## src/rtl/oled_pkg.sv

```systemverilog
// oled_pkg: shared state encoding, grant constants and SPI idle level for the OLED SPI arbiter
package oled_pkg;
  typedef enum logic [2:0] {S_IDLE, S_LOAD, S_SHIFT, S_WAIT, S_GAP} state_t;
  localparam logic [1:0] GNT_NONE = 2'b00;
  localparam logic [1:0] GNT_0 = 2'b01;
  localparam logic [1:0] GNT_1 = 2'b10;
  localparam logic SCLK_IDLE = 1'b1;
endpackage

```

## src/rtl/spi_byte_tx.sv

```systemverilog
// spi_byte_tx: mode-3 SPI byte serializer, MSB first, sclk half-period of CLK_DIV clk cycles
module spi_byte_tx import oled_pkg::*; #(
  parameter int CLK_DIV = 2
) (
  input  logic       clk,
  input  logic       reset,
  input  logic       load,
  input  logic [7:0] data,
  output logic       sclk,
  output logic       sdata,
  output logic       done
);
  localparam logic [7:0] DIV_M = 8'(CLK_DIV - 1);
  logic       active;
  logic [7:0] div;
  logic [2:0] bits;
  logic [6:0] sh;
  logic       tick;
  assign tick = active && div == DIV_M;
  // done fires during the last cycle of bit 0's high phase so the FSM leaves SHIFT on time
  assign done = tick && sclk && bits == 3'd7;
  always_ff @(posedge clk) begin
    if (reset) begin
      active <= 1'b0;
      sclk <= SCLK_IDLE;
      sdata <= 1'b0;
      div <= '0;
      bits <= '0;
      sh <= '0;
    end else if (load) begin
      active <= 1'b1;
      sclk <= ~SCLK_IDLE;
      sdata <= data[7];
      sh <= data[6:0];
      div <= '0;
      bits <= '0;
    end else if (tick) begin
      div <= '0;
      if (!sclk) sclk <= 1'b1;
      else if (bits == 3'd7) active <= 1'b0;
      else begin
        sclk <= 1'b0;
        sdata <= sh[6];
        sh <= {sh[5:0], 1'b0};
        bits <= bits + 3'd1;
      end
    end else if (active) div <= div + 8'd1;
  end
endmodule

```

## src/rtl/oled_spi_arb.sv

```systemverilog
// oled_spi_arb: two-requester arbiter driving an OLED SPI link with transaction lock.
// Define OLED_ARB_PRIO_EN for fixed priority (req0 wins ties) instead of round-robin.
module oled_spi_arb import oled_pkg::*; #(
  parameter int CLK_DIV = 2,
  parameter int CS_GAP = 4
) (
  input  logic       clk,
  input  logic       reset,
  input  logic       req0_valid,
  input  logic [7:0] req0_data,
  input  logic       req0_dc,
  input  logic       req0_last,
  output logic       req0_ready,
  input  logic       req1_valid,
  input  logic [7:0] req1_data,
  input  logic       req1_dc,
  input  logic       req1_last,
  output logic       req1_ready,
  output logic       sclk,
  output logic       sdata,
  output logic       cs,
  output logic       d_cn,
  output logic [1:0] grant,
  output logic       busy
);
  localparam logic [7:0] GAP_M = 8'(CS_GAP - 1);
  state_t     state;
  logic [1:0] ready;
  logic [1:0] win;
  logic [7:0] gap;
  logic       pref;
  logic       last;
  logic       done;
  logic       own_valid;
  logic       own_dc;
  logic       own_last;
  logic [7:0] own_data;
  assign req0_ready = ready[0];
  assign req1_ready = ready[1];
  assign own_valid = grant[1] ? req1_valid : req0_valid;
  assign own_data = grant[1] ? req1_data : req0_data;
  assign own_dc = grant[1] ? req1_dc : req0_dc;
  assign own_last = grant[1] ? req1_last : req0_last;
`ifdef OLED_ARB_PRIO_EN
  assign win = req0_valid ? GNT_0 : req1_valid ? GNT_1 : GNT_NONE;
`else
  // pref=1 means req1 is favored on a tie (req0 was served last)
  assign win = (req0_valid && req1_valid) ? (pref ? GNT_1 : GNT_0) :
               req0_valid ? GNT_0 : req1_valid ? GNT_1 : GNT_NONE;
`endif
  spi_byte_tx #(.CLK_DIV(CLK_DIV)) u_tx (
    .clk(clk),
    .reset(reset),
    .load(state == S_LOAD),
    .data(own_data),
    .sclk(sclk),
    .sdata(sdata),
    .done(done)
  );
  always_ff @(posedge clk) begin
    if (reset) begin
      state <= S_IDLE;
      cs <= 1'b1;
      grant <= GNT_NONE;
      ready <= 2'b00;
      d_cn <= 1'b0;
      busy <= 1'b0;
      last <= 1'b0;
      pref <= 1'b0;
      gap <= '0;
    end else begin
      ready <= 2'b00;
      case (state)
        S_IDLE: if (win != GNT_NONE) begin
          state <= S_LOAD;
          cs <= 1'b0;
          grant <= win;
          ready <= win;
          busy <= 1'b1;
        end
        S_LOAD: begin
          state <= S_SHIFT;
          d_cn <= own_dc;
          last <= own_last;
        end
        S_SHIFT: if (done) begin
          if (last) begin
            state <= S_GAP;
            cs <= 1'b1;
            grant <= GNT_NONE;
            gap <= '0;
            pref <= ~grant[1];
          end else state <= S_WAIT;
        end
        S_WAIT: if (own_valid) begin
          state <= S_LOAD;
          ready <= grant;
        end
        S_GAP: if (gap == GAP_M) begin
          state <= S_IDLE;
          busy <= 1'b0;
        end else gap <= gap + 8'd1;
        default: state <= S_IDLE;
      endcase
    end
  end
endmodule

```

## config.mk

```make
export PLATFORM = sky130hd
export DESIGN_NAME = oled_spi_arb
export DESIGN_NICKNAME = d
export VERILOG_FILES = /design/src/rtl/oled_pkg.sv /design/src/rtl/spi_byte_tx.sv /design/src/rtl/oled_spi_arb.sv
export SDC_FILE = /design/constraint.sdc
export NUM_CORES = 1
export LEC_CHECK = 0
export CORE_ASPECT_RATIO = 0.5
export CORE_MARGIN = 2
export CORE_UTILIZATION = 49
export DETAILED_ROUTE_END_ITERATION = 6
export HOLD_SLACK_MARGIN = 0.08
export PLACE_DENSITY = 0.73
export SKIP_LAST_GASP = 1
export SLEW_MARGIN = 20
export SYNTH_ARGS = -nofsm -noshare
export SYNTH_HDL_FRONTEND = slang
export SYNTH_SLANG_ARGS = --single-unit
```

## constraint.sdc

```tcl
create_clock -name clk -period 3.55 [get_ports clk]
set_clock_uncertainty 0.15 [all_clocks]
set_input_delay 0.71 -clock clk [delete_from_list [all_inputs] [get_ports clk]]
set_output_delay 0.71 -clock clk [all_outputs]
set_load 0.01 [all_outputs]
```

# Yosys cells after proc, flatten, opt, wreduce, memory -nomap -nowiden
# Cells that the tools add are included.
# classes
n_lt_le_gt_ge	0
n_reduce_logical	22
eq_ne	14
div_mod_pow	0
mul	0
shift	0
bitwise_logic	2
addsub	3
muxes	48
# ops
cell	count
2-to-1 mux 8 bit	4
2-to-1 mux 7 bit	4
2-to-1 mux 1 bit	20
2-to-1 mux 2 bit	9
adder 8 x 1 -> 8 bit, second input constant	2
one-hot mux 8 bit (2 select lines)	1
2-to-1 mux 3 bit	5
one-hot mux 3 bit (5 select lines)	1
AND reduction 3 bit	5
nonzero test 2 bit	7
inequality test 2 bit, second input constant	6
AND reduction 4 bit	3
equality test 8 x 1 -> 1 bit, second input constant	1
equality test 8 x 2 -> 1 bit, second input constant	1
one-hot mux 2 bit (2 select lines)	2
equality test 3 x 2 -> 1 bit, second input constant	2
equality test 3 bit, second input constant	2
logical AND 1 bit	4
one-hot mux 1 bit (2 select lines)	2
adder 3 x 1 -> 3 bit, second input constant	1
equality test 3 x 1 -> 1 bit, second input constant	1
logical NOT 3 bit	1
OR reduction 3 bit	1
inequality test 2 x 1 -> 1 bit, second input constant	1
2 further kinds	3
# totals
ramBits	0
n_memories	0
output_inout_bits	9
latch_bits	0
ff_bits	41
romBits	0

# Depth between registers and ports, before layout
# Gate-level depths: netlist of the first run.
# logic_depth
ltp_word	6
depth_mapped	7
depth_no_buf	6

# Modules after synthesis
# A second synthesis of the first run with hierarchy kept.
# hier_totals
hier_cells	243
hier_area_um2	2115.8
# modules_own_cells
module	instances	area_each_um2	cells_each	seq_area_each_um2
oled_spi_arb	1	1063.5	122	400.4
spi_byte_tx	1	1052.3	121	420.4

# Worst setup path after synthesis of the first run
# OpenSTA, ideal clock, no wires.
# synth_path
path_type	in2reg
from	input req0_valid
to	register grant[0]
t_arrival_ns	1.639
required_ns	3.330
setup_slack_ns	1.690
setup_ns	0.070
stages	4
path_cell_list	nor2_1 or4_4 a2111o_1 a21oi_1
# synth_between
elab_chain_cells	5
elab_cells_between_ends	8
classes_between	eq/ne: 1; mux: 4; reduce/logical: 3
# synth_lines
element	line_no	text
start, declared	oled_spi_arb.sv:9	input logic req0_valid,
2-to-1 mux 2 bit / logical AND 1 bit (equally long branches)	oled_spi_arb.sv:49, oled_spi_arb.sv:48	
2-to-1 mux 2 bit (*)	oled_spi_arb.sv:48	assign win = (req0_valid && req1_valid) ? (pref ? GNT_1 : GNT_0) :
nonzero test 2 bit	oled_spi_arb.sv:74	S_IDLE: if (win != GNT_NONE) begin
inequality test 2 bit (no line)	--	
AND reduction 4 bit (no line)	--	
end signal, assigned	oled_spi_arb.sv:77	grant <= win;
end, declared	oled_spi_arb.sv:23	output logic [1:0] grant,
# Every way passes the cells marked *; elsewhere a longest branch is shown, timed or not. The select of a mux whose other input is x is not followed.
# A chain may end at the register's enable or synchronous reset.

# Worst setup path after layout of the first run
# layout_path
from	register grant[1]
to	output grant[1]
# No word-level cell between the ends.

==> impl_metrics.toml, run 1 <==
[global_routing]
grt_max_degree = 24
first_global_vias = 1671
grt_use_total_pct = 19.2
grt_remaining_overflow = 0
grt_pass1_wl_um = 7780
antenna_found_initial = 0

[worst_hold_path]
hold_depth = 2
holdCritStartpoint = "grant[0]$_SDFFE_PP0P_"
worstHoldPathType = "reg -> reg"
holdPathEnd = "grant[0]$_SDFFE_PP0P_"

[die]
die_area_um2 = 4980
fp.dieW_um = 97.8
die_height_um = 50.9
design.portCount = 33
coreArea_um2 = 4060
rows = 16
floorplan.initialDensity_pct = 53.1

[logic_synthesis]
synth_top_area_cell = "dfxtp_1"
synth-seq-cells = 41
synth_area_per_cell_um2 = 9.10
yosys_warnings = 0
syn_nets = 266
synth-seq-area-share_pct = 38.1
synth.distinct_cells = 47
synth_area_um2 = 2160
yosysTopAreaCellShare_pct = 38.1
syn_inst = 237
netlist_top_cells_area = "dfxtp_1, nor2_1, a211oi_1, a2111oi_2, nor4b_4"

[worst_setup_path]
crit_type = "reg -> out"
reg2reg_slack_ns = 1.37
r2r_start = "state[1]$_SDFFE_PP0P_"
cp_max_fo = 22
arrival_ns = 1.42
end_kind = "output pin"
cp.required_ns = 2.69
cp-start-kind = "flip-flop"
r2r_cells = 4
worstReg2RegEnd = "gap[7]$_SDFFE_PP0P_"

[finish]
diodes = 0
final_cells = 321
multi_input_area_um2 = 1240
final_common_cell = "dfxtp_1"
area_growth_syn_to_layout_pct = 19.3
nets = 295
drive_gt1_share_pct = 9.36
fillers = 338
ff_latch_area_um2 = 821
final_cell_mix = "dfxtp_1, clkdlybuf4s50_1, nor2_1"

[timing]
period_needed_ns = 2.28
hold_ws_ns = 0.345
setup_violations = 0
fmax_ghz = 0.438
max_slew_margin_pct = 49.0
finalSetupTns_ns = 0
final_hold_viol_count = 0
setup_ws_ns = 1.27
fin_crit_sh_pct = 64.3
rsz0062_at_grt = "no"
tightest_slew_ns = 0.763
drv_slew = 0

[detailed_routing]
drt_wl_total_um = 4450
num_vias = 1778
ant_nets = 0
wire_per_inst_um = 13.9
top_layer = "met4"
met3_length_um = 149
firstDrtPassIters = 4
drc = 0
met1_length_um = 2360
post_drt_via_cell_ratio = 5.54
dr.first_iter.drc_count = 61
wl_met2_um = 1930

[clock_network]
cts_buffer_depth = 2
clkTransAtPathRegs_ns = 0.08
cts_buffers = 5
cts_tree = "done"
root_buffer = "clkbuf_8"
cts_setup_buffers = 0
cts_resized = 0
clk_latency_ns = 0.29
cts_hold_buf = 0
htreeDepth = 2
cts_sinks = 41

[placed_design]
gp_congestion = 0.812
hpwl_um = 3260
place_inst = 313
post-place-ws_ns = 1.05
io_buffers = 32

[power_and_ir_drop]
power_leakage_nw = 0.896
power.density_nw_per_um2 = 552
ir_worst_vdd_uv = 267
total_power_mw = 1.42

[status]
run_status = "completed"

[run]
maxCapViolCount = 0
## sequential cells by signal (all words and copies together) (netlist names), 2 cells and up
register / count
gap: 8
grant: 2
ready: 2
state: 3
u_tx.bits: 3
u_tx.div: 8
u_tx.sh: 7
## worst max-delay path, cell delays in order, from the launching register on
cell	delay, ns
dfxtp_1	0.31
buf_4	0.24
clkdlybuf4s50_1	0.58
## worst max-delay path by stage
stage,startpoint,end,slack [ns],cells past startpoint
final,grant[1]$_SDFFE_PP0P_,grant[1],1.27,2
after global routing,state[1]$_SDFFE_PP0P_,gap[0]$_SDFFE_PP0P_,1.17,4
after CTS,grant[1]$_SDFFE_PP0P_,grant[1],1.25,2
after detailed placement,req1_valid,ready[0]$_SDFF_PP0_,1.05,5
after global placement,req1_valid,ready[0]$_SDFF_PP0_,1.08,5
after floorplan,req0_valid,grant[0]$_SDFFE_PP0P_,1.69,4
## synth_stat cells (all sizes together)
cell type  number
a31o            1
nand3           5
and4            1
or4bb           1
nor3           13
nor3b           4
inv             5
clkbuf          5
nand4b          1
a21oi          12
or4             1
o21a            1
nor4            1
a2111oi         5
a31oi           2
nand4           5
o211ai          1
dfxtp          41
a311oi          3
or3b            3
a2111o          2
nor4b           3
or4b            1
nand2b          6
and3            1
nor2b           8
o32ai           2
mux2            1
mux2i           7
buf             8
a221oi          1
ha              5
a211o           1
o21ai           9
nand2          16
xnor2           5
a41oi           1
xor2            4
nor2           30
a211oi         14
a41o            1
## cell families after synthesis
kind of cell / synth area share (%)
and+or+nand+nor: 27.5
xor gates and xnor gates: 3.65
buffers and inverters: 4.29
DFF: 38.1
adders and majority gates: 2.90
AOI/OAI and AO/OA: 19.8
muxes: 3.77
## power by group
part | switching (mW) | internal [mW]
clock network | 0.153 | 0.140
logic | 0.244 | 0.243
registers | 0.0966 | 0.545
## metal layers
metal / vias up / global-route usage, %
met4: 0 / 2.31
met5: - / 0
met1: 814 / 26.6
li1: 936 / -
met3: 5 / 4.92
met2: 23 / 31.3
## per-stage QoR
step,cell area [µm²],util [%]
6_report,2570,63.3
5_1_grt,2570,63.3
4_1_cts,2570,63.3
3_5_place_dp,2490,61.4
3_3_place_gp,2490,61.4
2_1_floorplan,2160,-
## layout make-up
| class | count | area share [%] |
|---|---|---|
| Tap cell | 54 | 2.63 |
| Inverter | 5 | 0.729 |
| Sequential cell | 41 | 31.9 |
| Multi-Input combinational cell | 178 | 48.3 |
| Clock buffer | 8 | 3.11 |
| Timing Repair Buffer | 35 | 13.3 |
Power figures use the tool's default switching activity.
==> run 2: changes to the inputs <==
--- a/config.mk
+++ b/config.mk
@@ -7,10 +7,10 @@
 export LEC_CHECK = 0
 export CORE_ASPECT_RATIO = 0.5
 export CORE_MARGIN = 2
-export CORE_UTILIZATION = 49
+export CORE_UTILIZATION = 48
 export DETAILED_ROUTE_END_ITERATION = 6
 export HOLD_SLACK_MARGIN = 0.08
-export PLACE_DENSITY = 0.73
+export PLACE_DENSITY = 0.74
 export SKIP_LAST_GASP = 1
 export SLEW_MARGIN = 20
 export SYNTH_ARGS = -nofsm -noshare
==> constraint.sdc (replaced) <==
create_clock -name clk -period 1.9 [get_ports clk]
set_clock_uncertainty 0.15 [all_clocks]
set_input_delay 0.38 -clock clk [delete_from_list [all_inputs] [get_ports clk]]
set_output_delay 0.38 -clock clk [all_outputs]
set_load 0.01 [all_outputs]
==> run 2 against run 1 <==
Sequential power is 81% higher. Register-to-register slack got worse by 1.3 ns. Utilization increased by 2.5 points. Routed wire length is 15% higher. Combinational power rose by 130%. Count of clock-buffer cells in the layout is 2 lower. Total power up 110%. Cell count grew 8.7%. Sequential share of layout area fell by 2.9 points. Setup slack worse by 1.2 ns. Via count increased by 8.7%.
==> impl_metrics.toml, run 2 (synthesized netlist as in run 1, its figures left out) <==
[timing]
finalSetupTns_ns = 0
rsz0062_at_grt = "yes"
setup_violations = 0
fin_crit_sh_pct = 95.3
setup_ws_ns = 0.0900
final_hold_viol_count = 0
fmax_ghz = 0.552
max_slew_margin_pct = 76.4
period_needed_ns = 1.81
drv_slew = 0
tightest_slew_ns = 0.353

[die]
die_height_um = 51.4
coreArea_um2 = 4360
die_area_um2 = 5080
fp.dieW_um = 98.8
rows = 17
design.portCount = 33
floorplan.initialDensity_pct = 49.5

[worst_setup_path]
worstPathCellList = "clkdlybuf4s50_1 > nor2_1 > or4_4 > a2111o_1 > a21oi_1"
cp-start-kind = "primary input"
cp_slowest_cell = "clkdlybuf4s50_1"
max_stage_delay_ns = 0.53
cp.required_ns = 1.98
arrival_ns = 1.89
r2r_cells = 5
crit_type = "in -> reg"
cp_max_fo = 4
end_kind = "flip-flop"

[power_and_ir_drop]
ir_worst_vdd_uv = 463
total_power_mw = 3.04
power_leakage_nw = 1.06
power.density_nw_per_um2 = 1060

[global_routing]
grt_use_total_pct = 21.3
grt_max_degree = 21
grt_pass1_wl_um = 8630
antenna_found_initial = 0
grt_remaining_overflow = 0
first_global_vias = 1840

[detailed_routing]
drc = 0
post_drt_via_cell_ratio = 5.54
wire_per_inst_um = 14.6
num_vias = 1933
dr.first_iter.drc_count = 72
ant_nets = 0
firstDrtPassIters = 4
drt_wl_total_um = 5110

[worst_hold_path]
hold_depth = 1
worstHoldPathType = "reg -> reg"

[clock_network]
clkTransAtPathRegs_ns = 0.08
clk_latency_ns = 0.29
htreeDepth = 2
cts_tree = "done"
cts_sinks = 41
cts_buffers = 5
root_buffer = "clkbuf_8"
cts_buffer_depth = 2

[finish]
drive_gt1_share_pct = 21.9
design_area_um2 = 2870
final_common_cell = "dfxtp_1"
reg_top3 = "gap (8), u_tx.div (8), u_tx.sh (7)"
area_growth_syn_to_layout_pct = 33.1
nets = 320
diodes = 0
utilization_pct = 65.8
final_cell_mix = "dfxtp_1, clkdlybuf4s50_1, nor2_1"

[placed_design]
post-place-ws_ns = -0.199
gp_congestion = 0.868
hpwl_um = 3750
io_buffers = 32
place_area_um2 = 2660

[run]
maxCapViolCount = 0

[status]
run_status = "completed"
[run 2: changes by cell type in the layout (fill, tap and decap cells not counted), moves of 3 or more]
| cell | delta |
|---|---|
| nor3_1 | -3 |
| buf_4 | +24 |
| dfxtp_1 | -6 |
| dfxtp_2 | +5 |
| nor3_2 | +3 |
| clkbuf_1 | -3 |
[run 2: metal layers]
layer	vias up	GRT usage, %	share of wire [%]
li1	990	-	-
met3	7	4.51	2.7
met4	0	4.57	0.78
met1	913	29.2	51
met2	23	34.9	46
met5	-	0	0
[run 2: worst max-delay path: cells and delay by family]
kind	cells	cell delay [ns]
and+or+nand+nor	2	0.46
AOI/OAI and AO/OA	2	0.52
buffers and inverters	1	0.53
[run 2: report_power, final]
group | internal (mW) | switching [mW]
combinational | 0.570 | 0.562
clock | 0.427 | 0.316
sequential | 1.02 | 0.138
[run 2: area by class of cell]
class | instances | area [µm²]
clock inverter | 2 | 37.5
timing repair buffer | 60 | 543
tap | 57 | 71.3
clock buffer | 6 | 82.6
inverter | 5 | 18.8
sequential | 41 | 831
fill | 359 | 1490
multi-input combinational | 178 | 1290
[run 2: repair_timing]
| action | in CTS | in global routing |
|---|---|---|
| hold buffers | 0 | 0 |
| pin swaps | 1 | 0 |
| setup buffers | 2 | 2 |
| setup endpoints to repair | 13 | 21 |
| gates resized for setup | 2 | 12 |
| endpoints found under the hold margin | 0 | 0 |
[run 2: stage by stage]
step | instances | hold WS, ns
global route | 349 | 0.360
CTS | 347 | 0.319
global placement | 337 | 0.323
finish | 349 | 0.335
detailed placement | 337 | 0.327
floorplan | 237 | 0.297
[run 2: path summary, 6_finish.rpt]
check / from / to / slack, ns
worst max-delay path: req1_valid / ready[0]$_SDFF_PP0_ / 0.09
worst min-delay path: gap[0]$_SDFFE_PP0P_ / gap[0]$_SDFFE_PP0P_ / 0.33
worst max register to register: gap[0]$_SDFFE_PP0P_ / state[0]$_SDFFE_PP0P_ / 0.10
worst min register to register: gap[0]$_SDFFE_PP0P_ / gap[0]$_SDFFE_PP0P_ / 0.33
